### src/rtl/threshold_ctrl.sv
// Edge-binarisation frame controller: registered valid/ready stage, per-frame
// statistics and threshold update. Define THRESH_HYST_EN to slew-limit adaptive updates.
module threshold_ctrl #(
    parameter int DATA_W         = 8,
    parameter int LOG2_PIX       = 16,
    parameter int DEFAULT_THRESH = 100,
    parameter int HYST_STEP      = 8
) (
    input  logic              clk,
    input  logic              rst,
    input  logic              cfg_mode,
    input  logic [DATA_W-1:0] cfg_thresh,
    input  logic [DATA_W-1:0] cfg_offset,
    input  logic              s_valid,
    output logic              s_ready,
    input  logic [DATA_W-1:0] s_data,
    input  logic              s_sof,
    input  logic              s_eof,
    output logic              m_valid,
    input  logic              m_ready,
    output logic [DATA_W-1:0] m_data,
    output logic              m_sof,
    output logic              m_eof,
    output logic [DATA_W-1:0] thresh_cur,
    output logic [DATA_W-1:0] thr_active,
    output logic              frame_done,
    output logic              frame_err
);

    localparam int SUM_W = DATA_W + LOG2_PIX + 1;
    localparam int CNT_W = LOG2_PIX + 1;
    localparam logic [CNT_W-1:0]  FRAME_PIX = {1'b1, {LOG2_PIX{1'b0}}};
    localparam logic [DATA_W-1:0] MAX_V     = '1;

    typedef enum logic [1:0] {IDLE, RUN, UPDATE} state_t;

    state_t              r_state, w_next;
    logic [SUM_W-1:0]    r_sum, w_sum_nxt;
    logic [CNT_W-1:0]    r_cnt, w_cnt_nxt;
    logic [DATA_W-1:0]   r_thr_cur, r_thr_act;
    logic                r_mv, r_ms, r_me, r_done, r_err;
    logic [DATA_W-1:0]   r_md;

    logic                w_s_ready, w_acc, w_load, w_err_nxt;
    logic [DATA_W-1:0]   w_load_thr, w_cmp_thr, w_bin;
    logic [SUM_W-1:0]    w_mean_full;
    logic [DATA_W-1:0]   w_mean, w_tgt, w_adapt, w_thr_upd;
    logic [DATA_W:0]     w_tgt_full;

    assign w_s_ready  = (r_state != UPDATE) && (!r_mv || m_ready);
    assign w_acc      = s_valid && w_s_ready;
    assign w_load_thr = cfg_mode ? r_thr_cur : cfg_thresh;
    // A sof beat is binarised against the threshold it loads, not the stale one
    assign w_cmp_thr  = s_sof ? w_load_thr : r_thr_act;
    assign w_bin      = (s_data > w_cmp_thr) ? '1 : '0;

    always_comb begin
        w_next    = r_state;
        w_sum_nxt = r_sum;
        w_cnt_nxt = r_cnt;
        w_err_nxt = 1'b0;
        w_load    = 1'b0;
        case (r_state)
            IDLE, RUN: begin
                if (w_acc) begin
                    if (s_sof) begin
                        w_load    = 1'b1;
                        w_sum_nxt = SUM_W'(s_data);
                        w_cnt_nxt = CNT_W'(1);
                        w_err_nxt = (r_state == RUN);
                        w_next    = RUN;
                    end else if (r_state == RUN) begin
                        w_sum_nxt = r_sum + SUM_W'(s_data);
                        w_cnt_nxt = r_cnt + CNT_W'(1);
                    end else begin
                        w_err_nxt = 1'b1;
                    end
                    if (s_eof && (s_sof || r_state == RUN)) begin
                        w_next = UPDATE;
                        if (w_cnt_nxt != FRAME_PIX) w_err_nxt = 1'b1;
                    end
                end
            end
            UPDATE:  w_next = IDLE;
            default: w_next = IDLE;
        endcase
    end

    assign w_mean_full = r_sum >> LOG2_PIX;
    assign w_mean      = (w_mean_full > SUM_W'(MAX_V)) ? MAX_V : w_mean_full[DATA_W-1:0];
    assign w_tgt_full  = {1'b0, w_mean} + {1'b0, cfg_offset};
    assign w_tgt       = w_tgt_full[DATA_W] ? MAX_V : w_tgt_full[DATA_W-1:0];

`ifdef THRESH_HYST_EN
    localparam logic [DATA_W-1:0] HYST_V = DATA_W'(HYST_STEP);
    logic [DATA_W:0]   w_hi_full;
    logic [DATA_W-1:0] w_hi, w_lo;

    // Window bounds saturate instead of wrapping near 0 and all-ones
    assign w_hi_full = {1'b0, r_thr_cur} + {1'b0, HYST_V};
    assign w_hi      = w_hi_full[DATA_W] ? MAX_V : w_hi_full[DATA_W-1:0];
    assign w_lo      = (r_thr_cur >= HYST_V) ? (r_thr_cur - HYST_V) : '0;
    assign w_adapt   = (w_tgt > w_hi) ? w_hi : ((w_tgt < w_lo) ? w_lo : w_tgt);
`else
    assign w_adapt   = w_tgt;
`endif

    assign w_thr_upd = cfg_mode ? w_adapt : cfg_thresh;

    always_ff @(posedge clk) begin
        if (rst) begin
            r_state   <= IDLE;
            r_sum     <= '0;
            r_cnt     <= '0;
            r_thr_cur <= DATA_W'(DEFAULT_THRESH);
            r_thr_act <= DATA_W'(DEFAULT_THRESH);
            r_mv      <= 1'b0;
            r_md      <= '0;
            r_ms      <= 1'b0;
            r_me      <= 1'b0;
            r_done    <= 1'b0;
            r_err     <= 1'b0;
        end else begin
            r_state <= w_next;
            r_sum   <= w_sum_nxt;
            r_cnt   <= w_cnt_nxt;
            r_err   <= w_err_nxt;
            r_done  <= (r_state == UPDATE);
            if (w_load) r_thr_act <= w_load_thr;
            if (r_state == UPDATE) r_thr_cur <= w_thr_upd;
            if (w_acc) begin
                r_mv <= 1'b1;
                r_md <= w_bin;
                r_ms <= s_sof;
                r_me <= s_eof;
            end else if (m_ready) begin
                r_mv <= 1'b0;
            end
        end
    end

    assign s_ready    = w_s_ready;
    assign m_valid    = r_mv;
    assign m_data     = r_md;
    assign m_sof      = r_ms;
    assign m_eof      = r_me;
    assign thresh_cur = r_thr_cur;
    assign thr_active = r_thr_act;
    assign frame_done = r_done;
    assign frame_err  = r_err;

endmodule

### config.mk
export PLATFORM = sky130hd
export DESIGN_NAME = threshold_ctrl
export DESIGN_NICKNAME = d
export VERILOG_FILES = /design/src/rtl/threshold_ctrl.sv
export SDC_FILE = /design/constraint.sdc
export NUM_CORES = 1
export LEC_CHECK = 0
export BUFFER_PORTS_ARGS = -buffer_cell sky130_fd_sc_hd__buf_4
export CAP_MARGIN = 30
export CORE_ASPECT_RATIO = 2
export CORE_MARGIN = 10
export CORE_UTILIZATION = 45
export CTS_BUF_LIST = sky130_fd_sc_hd__clkbuf_16
export CTS_CLUSTER_SIZE = 14
export DETAILED_ROUTE_END_ITERATION = 10
export PLACE_DENSITY = 0.74
export SLEW_MARGIN = 5
export SYNTH_ARGS = -nofsm -noshare
export SYNTH_HDL_FRONTEND = slang
export SYNTH_SLANG_ARGS = --single-unit
### constraint.sdc
create_clock -name clk -period 2.53 [get_ports clk]
set_clock_uncertainty 0.1 [all_clocks]
set_input_delay 0.506 -clock clk [delete_from_list [all_inputs] [get_ports clk]]
set_output_delay 0.506 -clock clk [all_outputs]
set_load 0.1 [all_outputs]
# Word level (Yosys, flattened, before mapping)
# Cells that the tools add are included.
# op_classes
n_bitwise	2
eq_ne	4
n_lt_le_gt_ge	2
add_sub_neg	3
n_reduce_logical	16
n_mux	23
# op_table
cell	count
17-bit two-way mux	4
25-bit two-way mux	2
8-bit two-way mux	6
25-bit by 8-bit adder with 25-bit output	1
17-bit by 1-bit adder with 17-bit output (second input constant)	1
17-bit inequality test (second input constant)	1
8-bit by 8-bit adder with 9-bit output	1
9-bit by 8-bit greater-than comparator with 1-bit output (second input constant)	1
1-bit two-way mux	9
8-bit greater-than comparator	1
2-bit nonzero test	3
2-bit two-way mux	2
2-bit AND reduction	2
2-bit OR reduction	2
1-bit logical AND	3
3-bit AND reduction	1
3-bit OR reduction	1
2-bit by 1-bit equality test with 1-bit output (second input constant)	1
2-bit equality test (second input constant)	1
2-bit logical NOT	1
1-bit logical OR	2
2-bit inequality test (second input constant)	1
1-bit inverter	2
1-bit logical NOT	1
# totals
register_bits	73
elab_cells	61

# Depth between registers and ports, before layout
# Gate-level depths: netlist of run 1.
# logic_depth
depth_word	9
depth_mapped	11
depth_no_buf	10

# Least setup slack after synthesis of run 1
# No wires, ideal clock.
# synth_path
path_kind	input to register
from	in cfg_mode
to	reg r_md[6], in the netlist m_data[6]
setup_ns	0.070
path_buffers	2
required_time_ns	2.360
path_slack_ns	-0.191
t_arrival_ns	2.551
cell_stages	11
cell_sequence	clkbuf_1 clkbuf_1 mux2i_1 nor2_1 a21oi_1 ha_1 nand3_1 nor3_1 a211o_1 a31o_2 a21oi_1
# synth_between
elab_chain_len	4
# synth_lines
element	line	text
start: declaration	11	input logic cfg_mode,
8-bit two-way mux	52	assign w_load_thr = cfg_mode ? r_thr_cur : cfg_thresh;
8-bit two-way mux	54	assign w_cmp_thr = s_sof ? w_load_thr : r_thr_act;
8-bit greater-than comparator	55	assign w_bin = (s_data > w_cmp_thr) ? '1 : '0;
8-bit two-way mux	55	
end signal: assignment	133	r_md <= w_bin;
end: declaration	42	logic [DATA_W-1:0] r_md;
# No other way between the ends.
# A chain may end at the register's enable or synchronous reset.

# Final worst setup path of run 1
# layout_path
from	reg r_sum[24]
to	reg r_thr_cur[6], in the netlist thresh_cur[6]
# layout_between
elab_chain_len	5
# layout_lines
element	line	text
start: declaration	38	logic [SUM_W-1:0] r_sum, w_sum_nxt;
start signal: assignment	125	r_sum <= w_sum_nxt;
9-bit by 8-bit greater-than comparator with 1-bit output	90	assign w_mean = (w_mean_full > SUM_W'(MAX_V)) ? MAX_V : w_mean_full[DATA_W-1:0];
8-bit two-way mux	90	
8-bit by 8-bit adder with 9-bit output	91	assign w_tgt_full = {1'b0, w_mean} + {1'b0, cfg_offset};
8-bit two-way mux	92	assign w_tgt = w_tgt_full[DATA_W] ? MAX_V : w_tgt_full[DATA_W-1:0];
8-bit two-way mux	108	assign w_thr_upd = cfg_mode ? w_adapt : cfg_thresh;
end signal: assignment	115	r_thr_cur <= DATA_W'(DEFAULT_THRESH);
end signal: assignment	130	if (r_state == UPDATE) r_thr_cur <= w_thr_upd;
end: declaration	40	logic [DATA_W-1:0] r_thr_cur, r_thr_act;
# No other way between the ends.

==> results of run 1 <==
-- metrics by stage --
step            util  setup slack [ns]
3_3_place_gp   0.534            -0.481
4_1_cts        0.566           0.00401
6_report       0.568             0.118
5_1_grt        0.568          -0.00451
3_5_place_dp   0.535            -0.136
2_1_floorplan      -           0.00560
-- what timing repair did --
item | in CTS | in global routing
gates resized for setup | 1 | 7
endpoints found under the setup margin | 4 | 14
hold buffers | 0 | 0
pin swaps | 1 | 0
-- worst max-delay path, stage by stage, from the launching register on --
cell	delay, ns
dfxtp_1	0.36
or2_2	0.31
ha_1	0.22
fa_2	0.37
a21o_1	0.18
a21oi_2	0.14
buf_4	0.13
o21bai_1	0.07
a21oi_2	0.14
xor2_1	0.18
a31oi_1	0.10
-- synthesized netlist by cell type, drive strengths merged (3+ instances only) --
cell type,instances,area (µm²)
dfxtp,66,1320
nor2,57,221
a21oi,54,270
nand2,54,203
o21ai,36,180
ha,26,325
mux2i,20,200
buf,19,134
inv,19,71.3
nand3,15,80.1
clkbuf,14,62.6
or2,13,81.3
a211oi,12,90.1
o21a,9,67.6
or3,9,56.3
nor3,8,40.0
nor4,8,80.1
xor2,8,70.1
xnor2,7,61.3
nand4,6,43.8
nor2b,6,37.5
a21o,5,37.5
and3,5,31.3
nand2b,5,31.3
nand4b,5,65.1
nor3b,5,42.5
o211ai,5,37.5
o31ai,5,37.5
or4,5,37.5
a2111o,4,45.0
o221ai,4,35.0
a221oi,3,26.3
a22oi,3,22.5
a31oi,3,18.8
and2,3,20.0
-- path summary, 6_finish.rpt --
kind / startpoint / end / cells past startpoint
setup / recovery: r_sum[24] / thresh_cur[6] / 10
hold / removal: s_eof / m_eof / 3
setup reg to reg: r_sum[24] / thresh_cur[6] / 10
hold reg to reg: thresh_cur[1] / thresh_cur[1] / 2
-- sequential cells by signal, summed over array words and instances (netlist names) --
signal / count
frame_err: 1
r_state: 2
m_data: 1
r_cnt: 17
m_valid: 1
r_sum: 25
thresh_cur: 8
frame_done: 1
m_sof: 1
thr_active: 8
m_eof: 1
-- per-layer routing --
metal	global-route usage	part of all wire	up-vias	wire length [µm]
li1	-	-	2187	-
met1	0.167	0.34	2139	4600
met2	0.345	0.56	137	7500
met3	0.0330	0.044	53	585
met4	0.117	0.057	0	762
met5	0	0	-	0
-- power groups by stage --
stage	Clock, mW	Combinational [mW]	Sequential [mW]
2_1_floorplan	0	0.402	1.26
3_3_place_gp	0	0.731	1.12
3_5_place_dp	0	0.750	1.13
4_1_cts	1.29	0.756	1.10
5_1_grt	1.32	0.811	1.11
6_report	1.28	0.759	1.10
-- cell families after synthesis --
logic type / after synthesis / share of synthesized area
buffers and inverters: 52 / 0.0595
AND/OR/NAND/NOR: 215 / 0.259
AO/OA/AOI/OAI: 161 / 0.230
flip-flops: 66 / 0.294
XOR/XNOR: 15 / 0.0292
adder cells (fa/ha/maj): 28 / 0.0812
multiplexers: 21 / 0.0470
-- cell type report --
type / instances / area (µm²)
multi-input combinational: 440 / 2940
timing repair buffer: 100 / 751
clock inverter: 7 / 78.8
tap: 132 / 165
clock buffer: 9 / 225
inverter: 19 / 71.3
fill: 898 / 4210
sequential: 66 / 1320
==> impl_metrics.ini, run 1 <==
[run_status]
status = finished, final reports clean

[power]
fin_total_pwr_mw = 3.14
intPower_mw = 2.09
combinationalPowerShare = 0.242
pwr-share-seq = 0.352
swShare = 0.334
leakage_nw = 2.34
ir_drop_uv = 421
power.clock.fraction = 0.407
switchingPower_mw = 1.05
p_per_area_mw_per_mm2 = 566

[logic_synthesis]
synth-seq-cells = 66
synthFlopType = dfxtp_1
synth_edf_count = 0
async_flop_share = 0
yosys_warnings = 0
synth.distinct_cells = 73
syn_area_mm2 = 0.00450
syn_inst = 558
synth_seq_area_share = 0.294
avgSynthCellArea_um2 = 8.06
synth_nets = 617

[clocking]
insertion_delay_ns = 0.34
clock_path_buffers = 2
cts_root_buf = clkbuf_16
htreeDepth = 3
tritoncts = done
cts_setup_buffers = 0
path_clk_slew_ns = 0.06
cts_buffers = 9
cts.sinks = 66

[place]
hpwl_mm = 10.3
dp_cells = 757
place_congestion = 0.937
port_buffers = 60
placed_area_mm2 = 0.00522

[setup_path]
crit_type = flip-flop to flip-flop
start_kind = flip-flop
cp_max_fo = 6
required_ns = 2.65
r2r_setup_slack_ns = 0.12
cp-end-kind = flip-flop
arrival_ns = 2.53

[finish]
n_antenna_cell = 0
syn2layout_area_growth_pct = 23.4
final_cell_area_mm2 = 0.00555
drive_gt1_frac = 0.245
layout_common_cells = 100 x buf_4, 64 x dfxtp_1, 55 x nor2_1, 54 x nand2_1, 52 x a21oi_1
fin_nets = 695
final_common_cell = buf_4
layout.cells.non_filler = 773

[routing]
wire_per_inst_um = 17.4
ant_nets = 0
viasPerCell = 5.84
drt_iter0_drc = 327
drc_errors = 0
wirelength_mm = 13.4
dr.pass1.iters = 5
num_vias = 4516

[floorplan]
placement_rows = 51
start_util = 0.461
num_io_pins = 61
die-area_mm2 = 0.0146
die_w_um = 90.7
die_height_um = 161
coreArea_mm2 = 0.00976

[sta]
setup_violations = 0
clock.fmax_mhz = 415
worst_slew_pin_slew_ns = 0.974
finalMaxSlewViolations = 0
finalCritPeriodShare = 0.953
whs_ns = 0.317
slew_headroom = 0.349
final.min_clock_period_ns = 2.41
setup_tns_ns = 0
hold_violations = 0

[grt]
grt_max_degree = 44
antenna_found_initial = 0
grt_pass1_vias = 4568
grt_pass1_wl_mm = 21.7
overflow = 0
globalRouteTotalUtil = 0.180

[run]
maxCapViolations = 0

[worst_hold_path]
hold_path.class = input pin to flip-flop
Power figures use the tool's default switching activity.
==> inputs of run 2 (changes only) <==
--- a/config.mk
+++ b/config.mk
@@ -5,15 +5,16 @@
 export SDC_FILE = /design/constraint.sdc
 export NUM_CORES = 1
 export LEC_CHECK = 0
+export ABC_AREA = 0
 export BUFFER_PORTS_ARGS = -buffer_cell sky130_fd_sc_hd__buf_4
-export CAP_MARGIN = 30
+export CAP_MARGIN = 15
 export CORE_ASPECT_RATIO = 2
 export CORE_MARGIN = 10
 export CORE_UTILIZATION = 45
 export CTS_BUF_LIST = sky130_fd_sc_hd__clkbuf_16
 export CTS_CLUSTER_SIZE = 14
 export DETAILED_ROUTE_END_ITERATION = 10
-export PLACE_DENSITY = 0.74
+export PLACE_DENSITY = 0.72
 export SLEW_MARGIN = 5
 export SYNTH_ARGS = -nofsm -noshare
 export SYNTH_HDL_FRONTEND = slang
==> constraint.sdc (replaced) <==
create_clock -name clk -period 2.25 [get_ports clk]
set_clock_uncertainty 0.1 [all_clocks]
set_input_delay 0.45 -clock clk [delete_from_list [all_inputs] [get_ports clk]]
set_output_delay 0.45 -clock clk [all_outputs]
set_load 0.1 [all_outputs]
==> impl_metrics.ini, run 2 (synthesis gave the netlist of run 1 again) <==
[finish]
regMostFlops = r_sum
fin_nets = 760
layout_common_cells = 159 x buf_4, 54 x nor2_1, 53 x nand2_1, 50 x a21oi_1, 50 x dfxtp_1
drive_gt1_frac = 0.381
final_common_cell = buf_4
syn2layout_area_growth_pct = 40.4
n_antenna_cell = 0
fillCellCount = 839
largest_register_ff_count = 25
final_cell_area_mm2 = 0.00632
largestRegisters = r_sum x25, r_cnt x17

[sta]
rsz0062_at_grt = true
finalCritPeriodShare = 1.02
final.min_clock_period_ns = 2.30
setup_violations = 5
worst_slew_pin_slew_ns = 0.566
hold_violations = 0
slew_headroom = 0.622
setup_tns_ns = -0.182
clock.fmax_mhz = 434
finalMaxSlewViolations = 0
fin_ws_ns = -0.0538

[clocking]
cts_root_buf = clkbuf_16
cts.sinks = 66
cts.hold.buffers_added = 0
insertion_delay_ns = 0.35
htreeDepth = 3
clock_path_buffers = 2
tritoncts = done
path_clk_slew_ns = 0.06
cts_buffers = 9

[floorplan]
coreArea_mm2 = 0.00976
die_height_um = 161
die_w_um = 90.7
start_util = 0.461
num_io_pins = 61
die-area_mm2 = 0.0146
placement_rows = 51

[run_status]
status = finished, violations left
violations = setup timing

[run]
maxCapViolations = 0

[setup_path]
r2r_cells = 9
cp_max_fo = 6
crit_type = flip-flop to flip-flop
start_kind = flip-flop
cp-end-kind = flip-flop
arrival_ns = 2.42
worstReg2RegStart = r_sum[24]
timing.rr.end = thresh_cur[6]
required_ns = 2.37
r2r_setup_slack_ns = -0.05

[grt]
antenna_found_initial = 0
overflow = 0
grt_pass1_vias = 4899
grt_pass1_wl_mm = 23.1
grt_max_degree = 41
globalRouteTotalUtil = 0.194

[place]
place_congestion = 0.922
placed_area_mm2 = 0.00575
hpwl_mm = 11.2
port_buffers = 60

[routing]
wire_per_inst_um = 17.6
wirelength_mm = 14.7
drc_errors = 0
dr.pass1.iters = 5
ant_nets = 0
viasPerCell = 5.74
drt_iter0_drc = 306
num_vias = 4808

[worst_hold_path]
hold_path.class = input pin to flip-flop
holdPathEnd = r_cnt[0]
worstHoldPathCells = 2
min_from = rst

[power]
ir_drop_uv = 478
leakage_nw = 2.71
p_per_area_mw_per_mm2 = 581
fin_total_pwr_mw = 3.67
[run 2: cell types whose count changed in the layout (fill, tap and decap cells not counted), sizes merged]
| cell | delta |
|---|---|
| buf | +64 |
| clkinv | -2 |
| clkinvlp | +1 |
| inv | +1 |
| clkbuf | +1 |
[run 2: final cells by class]
type / instances / area [µm²] / area share
clock inverter: 7 / 77.6 / 0.0123
clock buffer: 9 / 225 / 0.0357
inverter: 19 / 71.3 / 0.0113
sequential: 66 / 1340 / 0.213
tap: 132 / 165 / 0.0261
timing repair buffer: 165 / 1290 / 0.205
multi-input combinational: 440 / 3140 / 0.497
[run 2: report_power, final]
group          leakage (nW)  switching [mW]  internal (mW)
clock network         0.146           0.581          0.867
registers             0.540          0.0392           1.21
logic                  2.02           0.609          0.362
total                  2.71            1.23           2.44
[run 2: timing repair]
| action | in CTS | in global routing |
|---|---|---|
| setup endpoints to repair | 22 | 27 |
| cloned | 0 | 1 |
| buffers inserted | 4 | 7 |
| gates resized for setup | 19 | 26 |
| pin swaps | 12 | 22 |
[run 2: how the worst max path moves through the flow]
stage,start,to,slack (ns),cells after the start
after global routing,r_sum[24],thresh_cur[6],-0.14,9
final,r_sum[24],thresh_cur[6],-0.05,9
after detailed placement,cfg_mode,m_data[6],-0.29,11
after CTS,r_sum[24],thresh_cur[4],-0.04,9
after floorplan,thr_active[7],m_data[6],-0.06,7
after global placement,cfg_mode,m_data[6],-0.24,11
[run 2: critical path: stages, from the launching register on]
cell	delay, ns
dfxtp_4	0.36
or2_4	0.26
ha_4	0.17
fa_2	0.33
a21o_1	0.18
a21oi_2	0.17
nor2_1	0.07
o21a_2	0.25
nor2_4	0.19
a31oi_1	0.10
[run 2: stage by stage]
step	worst slack, ns	instances	util	hold slack, ns
2_1_floorplan	-0.0583	558	-	0.339
3_3_place_gp	-0.245	811	0.589	0.352
3_5_place_dp	-0.288	811	0.589	0.352
4_1_cts	-0.0406	831	0.631	0.245
5_1_grt	-0.140	838	0.647	0.279
6_report	-0.0538	838	0.647	0.272
[run 2: routing by layer]
| metal | track usage | share of wire | vias to the layer above |
|---|---|---|---|
| li1 | - | - | 2316 |
| met1 | 0.176 | 0.34 | 2342 |
| met2 | 0.386 | 0.58 | 113 |
| met3 | 0.0288 | 0.030 | 37 |
| met4 | 0.114 | 0.042 | 0 |
| met5 | 0 | 0 | - |
